## src/rtl/gcd_sequencer.sv

```systemverilog
// Runs up to four stored operand pairs through an external GCD core.
// Ports: operand write (wr_*), run control (count/start/busy/done),
// result read (rd_*), core handshake (core_*).
module gcd_sequencer #(
  parameter int DEPTH = 4,
  parameter int TMO   = 63
) (
  input  logic       clk,
  input  logic       reset,
  input  logic       wr_en,
  input  logic [1:0] wr_addr,
  input  logic [3:0] wr_x,
  input  logic [3:0] wr_y,
  input  logic [2:0] count,
  input  logic       start,
  output logic       busy,
  output logic       done,
  input  logic [1:0] rd_addr,
  output logic [3:0] rd_gcd,
  output logic       rd_err,
  output logic [3:0] core_x,
  output logic [3:0] core_y,
  output logic       core_rst,
  input  logic       core_valid,
  input  logic [3:0] core_gcd
);

  typedef enum logic [2:0] {
    IDLE, LAUNCH, WAIT, STORE, DONE
  } state_t;

  localparam logic [5:0] TMO_V = 6'(TMO);

  state_t state, state_nx;

  logic [3:0] op_x  [DEPTH];
  logic [3:0] op_y  [DEPTH];
  logic [3:0] res_g [DEPTH];
  logic       res_e [DEPTH];

  logic [1:0] idx;
  logic [1:0] idx_inc;
  logic [5:0] timer;
  logic [2:0] cnt;
  logic [2:0] cnt_in;
  logic [3:0] cx, cy;
  logic [3:0] hold_g;
  logic       hold_e;
  logic       got, tmo, last;

  assign idx_inc = idx + 2'd1;
  assign cnt_in  = (count > 3'd4) ? 3'd4 : count;
  // First WAIT cycle has timer==0; a valid there is left over
  // from the previous pair and must not be taken.
  assign got  = core_valid && (timer != 6'd0);
  assign tmo  = (timer == TMO_V);
  assign last = ({1'b0, idx} == (cnt - 3'd1));

  always_comb begin
    state_nx = state;
    unique case (state)
      IDLE:
        if (start)
          state_nx = (count == 3'd0) ? DONE : LAUNCH;
      LAUNCH: state_nx = WAIT;
      WAIT:
        if (got || tmo)
          state_nx = STORE;
      STORE: state_nx = last ? DONE : LAUNCH;
      DONE:  state_nx = IDLE;
      default: state_nx = IDLE;
    endcase
  end

  always_ff @(posedge clk) begin
    if (reset)
      state <= IDLE;
    else
      state <= state_nx;
  end

  always_ff @(posedge clk) begin
    if (reset) begin
      idx    <= 2'd0;
      timer  <= 6'd0;
      cnt    <= 3'd0;
      cx     <= 4'd0;
      cy     <= 4'd0;
      hold_g <= 4'd0;
      hold_e <= 1'b0;
      for (int i = 0; i < DEPTH; i++) begin
        op_x[i]  <= 4'd0;
        op_y[i]  <= 4'd0;
        res_g[i] <= 4'd0;
        res_e[i] <= 1'b0;
      end
    end else begin
      unique case (state)
        IDLE: begin
          if (wr_en) begin
            op_x[wr_addr] <= wr_x;
            op_y[wr_addr] <= wr_y;
          end
          if (start && count != 3'd0) begin
            cnt <= cnt_in;
            idx <= 2'd0;
            cx  <= op_x[0];
            cy  <= op_y[0];
          end
        end
        LAUNCH: timer <= 6'd0;
        WAIT: begin
          timer <= timer + 6'd1;
          // valid beats timeout when both land together
          if (got) begin
            hold_g <= core_gcd;
            hold_e <= 1'b0;
          end else if (tmo) begin
            hold_g <= 4'd0;
            hold_e <= 1'b1;
          end
        end
        STORE: begin
          res_g[idx] <= hold_g;
          res_e[idx] <= hold_e;
          if (!last) begin
            idx <= idx_inc;
            cx  <= op_x[idx_inc];
            cy  <= op_y[idx_inc];
          end
        end
        default: ;
      endcase
    end
  end

  assign busy = !reset && (state == LAUNCH ||
                state == WAIT || state == STORE);
  assign done     = !reset && (state == DONE);
  assign core_rst = reset || (state == LAUNCH);
  assign core_x   = reset ? 4'd0 : cx;
  assign core_y   = reset ? 4'd0 : cy;
  assign rd_gcd   = res_g[rd_addr];
  assign rd_err   = res_e[rd_addr];

endmodule

```

## config.mk

```make
export PLATFORM = sky130hd
export DESIGN_NAME = gcd_sequencer
export DESIGN_NICKNAME = d
export VERILOG_FILES = /design/src/rtl/gcd_sequencer.sv
export SDC_FILE = /design/constraint.sdc
export NUM_CORES = 1
export LEC_CHECK = 0
export CAP_MARGIN = 10
export CORE_MARGIN = 8
export CORE_UTILIZATION = 57
export DETAILED_ROUTE_END_ITERATION = 12
export PLACE_DENSITY = 0.8
export SLEW_MARGIN = 20
export SYNTH_ARGS = -nofsm -noshare
export SYNTH_HDL_FRONTEND = slang
export SYNTH_SLANG_ARGS = --single-unit
```

## constraint.sdc

```tcl
create_clock -name clk -period 1.95 [get_ports clk]
set_input_delay 0.195 -clock clk [delete_from_list [all_inputs] [get_ports clk]]
set_output_delay 0.195 -clock clk [all_outputs]
set_load 0.05 [all_outputs]
```

==> impl_metrics.json, run 1 <==
{
  "r2r_slack_ns": 0.14,
  "cp.arrival_ns": 1.62,
  "rows": 30,
  "clockRootBuffer": "clkbuf_8",
  "route.detailed.drc": 0,
  "critical_path.max_fanout": 5,
  "clk_latency_ns": 0.36,
  "synth_area_per_cell_um2": 10.7,
  "post_drt_wl_per_cell_um": 16.0,
  "postCtsHoldBufs": 0,
  "drt-total-wl_mm": 7.81,
  "layout.cells.most_common": "edfxtp_1",
  "cts.path.max_buffers": 2,
  "crit_path_start_kind": "primary input",
  "ios": 40,
  "hold_viol_final": 0,
  "synth.distinct_cells": 48,
  "cp-end-kind": "output port",
  "cts.sinks": 79,
  "vias_per_cell": 5.62,
  "chipWidth_um": 98.3,
  "synth.top_cell.area_share": 0.404,
  "syn_nets": 387,
  "drv_slew": 0,
  "switching_share": 0.318,
  "gp_congestion": 0.834,
  "drive_above_1_share": 0.181,
  "layout_common_cells": "52 x edfxtp_1, 35 x and2_1, 31 x nand2_1",
  "io_buffer_count": 39,
  "p_clk_frac": 0.245,
  "worstMarginPinSlew_ns": 0.787,
  "start_util": 0.578,
  "skew_ns": 0.00803,
  "period_minus_slack_ns": 1.82,
  "ctsResizeCount": 0,
  "internal-power_uw": 3030,
  "drtAntennaViolNets": 0,
  "combPwrFrac": 0.292,
  "crit_required_ns": 1.75,
  "numCtsBuffers": 9,
  "grt_pass1_wl_mm": 13.1,
  "synth_edf_count": 52,
  "clkTransAtPathRegs_ns": 0.08,
  "finalCritPeriodShare": 0.933,
  "grt_antenna_before_repair": 0,
  "critical_path_class": "primary input to output port",
  "pwr_density_cell_nw_per_um2": 951,
  "ff2ff_path_depth": 2,
  "synthTopCellsByArea": "edfxtp_1 40%, dfxtp_1 14%, and2_1 5.7%",
  "grt-ovfl-total": 0,
  "maxCapViolations": 0,
  "hold_depth": 2,
  "die_h_um": 98.3,
  "die_area_um2": 9670,
  "synthCells": 360,
  "n_antenna_cell": 0,
  "p_seq_frac": 0.463,
  "synth_top_area_cell": "edfxtp_1",
  "yosysSeqAreaShare": 0.544,
  "setup_tns_ns": 0,
  "r2r-start": "state[1]",
  "post-route-util": 0.699,
  "slew_headroom": 0.470,
  "worstHoldPathType": "primary input to flop",
  "status": "completed",
  "holdPathEnd": "hold_g[3]",
  "vias": 2749,
  "yosysWarnings": 0,
  "r2r-end": "res_g[1][3]",
  "core-area_um2": 6680,
  "setup_viol": 0,
  "area_growth_pct": 20.8,
  "switchingPower_uw": 1410,
  "async_flop_share": 0,
  "cts_tree": "yes",
  "grt_usage": 0.171,
  "syn_area_um2": 3860,
  "first_iter_violations": 176,
  "postCtsSetupBuffers": 0,
  "grt_pass1_vias": 2743,
  "leakage_uw": 0.00171,
  "rsz0062_at_grt": "false",
  "grt_max_degree": 21,
  "ir_worst_vdd_mv": 0.778,
  "nets": 431,
  "htree_levels": 3,
  "worstHoldStart": "core_gcd[3]",
  "synth_ff_type": "edfxtp_1",
  "clock.fmax_ghz": 0.549,
  "ys_seq_elements": 79,
  "firstDrtPassIters": 4,
  "place_hpwl_mm": 5.76
}
[final cells by class]
cell class,instances,area (um2)
clock buffer,11,141
clock inverter,5,35.0
sequential,79,2100
tap,80,100
inverter,11,41.3
timing repair buffer,58,631
multi-input combinational,245,1620
fill,528,2010
[worst max-delay path by stage]
stage          slack (ns)       start     endpoint  cells after the start
4_1_cts              0.10  rd_addr[0]    rd_gcd[2]                      3
3_5_place_dp         0.02    count[2]        cy[3]                      6
6_report             0.13  rd_addr[0]    rd_gcd[2]                      3
3_3_place_gp         0.06    count[2]        cy[1]                      6
5_1_grt              0.02    state[1]  res_g[1][0]                      2
2_1_floorplan        0.17      idx[0]     res_e[2]                      4
[routing by layer]
layer / share of wire / global-route usage
met2: 0.48 / 0.268
met3: 0.050 / 0.0427
met4: 0.0099 / 0.0673
met1: 0.46 / 0.221
met5: 0 / 0
[synth_stat cells (4+ instances only)]
master	n
dfxtp_1	27
edfxtp_1	52
a22oi_1	8
clkbuf_1	16
nand2b_1	10
nand2_1	31
a21oi_1	15
and3_1	5
mux4_2	5
nor2_1	23
mux2i_1	5
buf_1	4
nor2b_1	8
nor3_1	17
a211oi_2	5
inv_1	11
o2bb2ai_1	4
nand3b_1	9
nand3_1	6
o21ai_0	19
and2_1	35
[flip-flops by register name, indices dropped and copies added (netlist names)]
signal / flops
op_x: 16
op_y: 16
res_g: 16
timer: 6
cx: 4
cy: 4
hold_g: 4
res_e: 4
cnt: 3
state: 3
idx: 2
hold_e: 1
[power by group through the flow]
| stage | sequential (uW) | clock (uW) | combinational, uW |
|---|---|---|---|
| final | 2050 | 1090 | 1300 |
| after global routing | 2070 | 1180 | 1410 |
| after CTS | 2050 | 1110 | 1300 |
| after detailed placement | 2090 | 0 | 1300 |
| after global placement | 2080 | 0 | 1260 |
| after floorplan | 2050 | 0 | 883 |
[cells by family (layout without fill, tap and decap cells)]
logic type | Yosys count | in the layout | share of synthesized area
multiplexers | 13 | 13 | 0.0509
AND/OR/NAND/NOR | 156 | 156 | 0.219
adder cells (fa/ha/maj) | 3 | 3 | 0.00972
XOR/XNOR | 4 | 4 | 0.00907
buffers and inverters | 36 | 85 | 0.0398
flip-flops | 79 | 79 | 0.544
AO/OA/AOI/OAI | 69 | 69 | 0.128
[through the flow]
step	worst slack [ns]	power (uW)	hold slack [ns]	std cells	cell area (um2)
floorplan	0.170	2930	0.312	360	3870
detailed placement	0.0233	3390	0.451	473	4490
CTS	0.102	4470	0.380	489	4660
finish	0.130	4440	0.391	489	4670
global route	0.0197	4660	0.390	489	4670
global placement	0.0618	3340	0.446	473	4490
[critical path, stage by stage]
cell	delay [ns]
clkdlybuf4s50_1	0.67
mux4_2	0.55
buf_4	0.20
No activity file was read; power rests on OpenSTA's default activity.
==> inputs of run 2 (changes only) <==
--- a/config.mk
+++ b/config.mk
@@ -5,12 +5,12 @@
 export SDC_FILE = /design/constraint.sdc
 export NUM_CORES = 1
 export LEC_CHECK = 0
+export ABC_CLOCK_PERIOD_IN_PS = 1950
 export CAP_MARGIN = 10
 export CORE_MARGIN = 8
 export CORE_UTILIZATION = 57
 export DETAILED_ROUTE_END_ITERATION = 12
 export PLACE_DENSITY = 0.8
-export SLEW_MARGIN = 20
 export SYNTH_ARGS = -nofsm -noshare
 export SYNTH_HDL_FRONTEND = slang
 export SYNTH_SLANG_ARGS = --single-unit
==> results of run 2 <==
The final DEF is identical to that of run 1; final timing and power are the same.
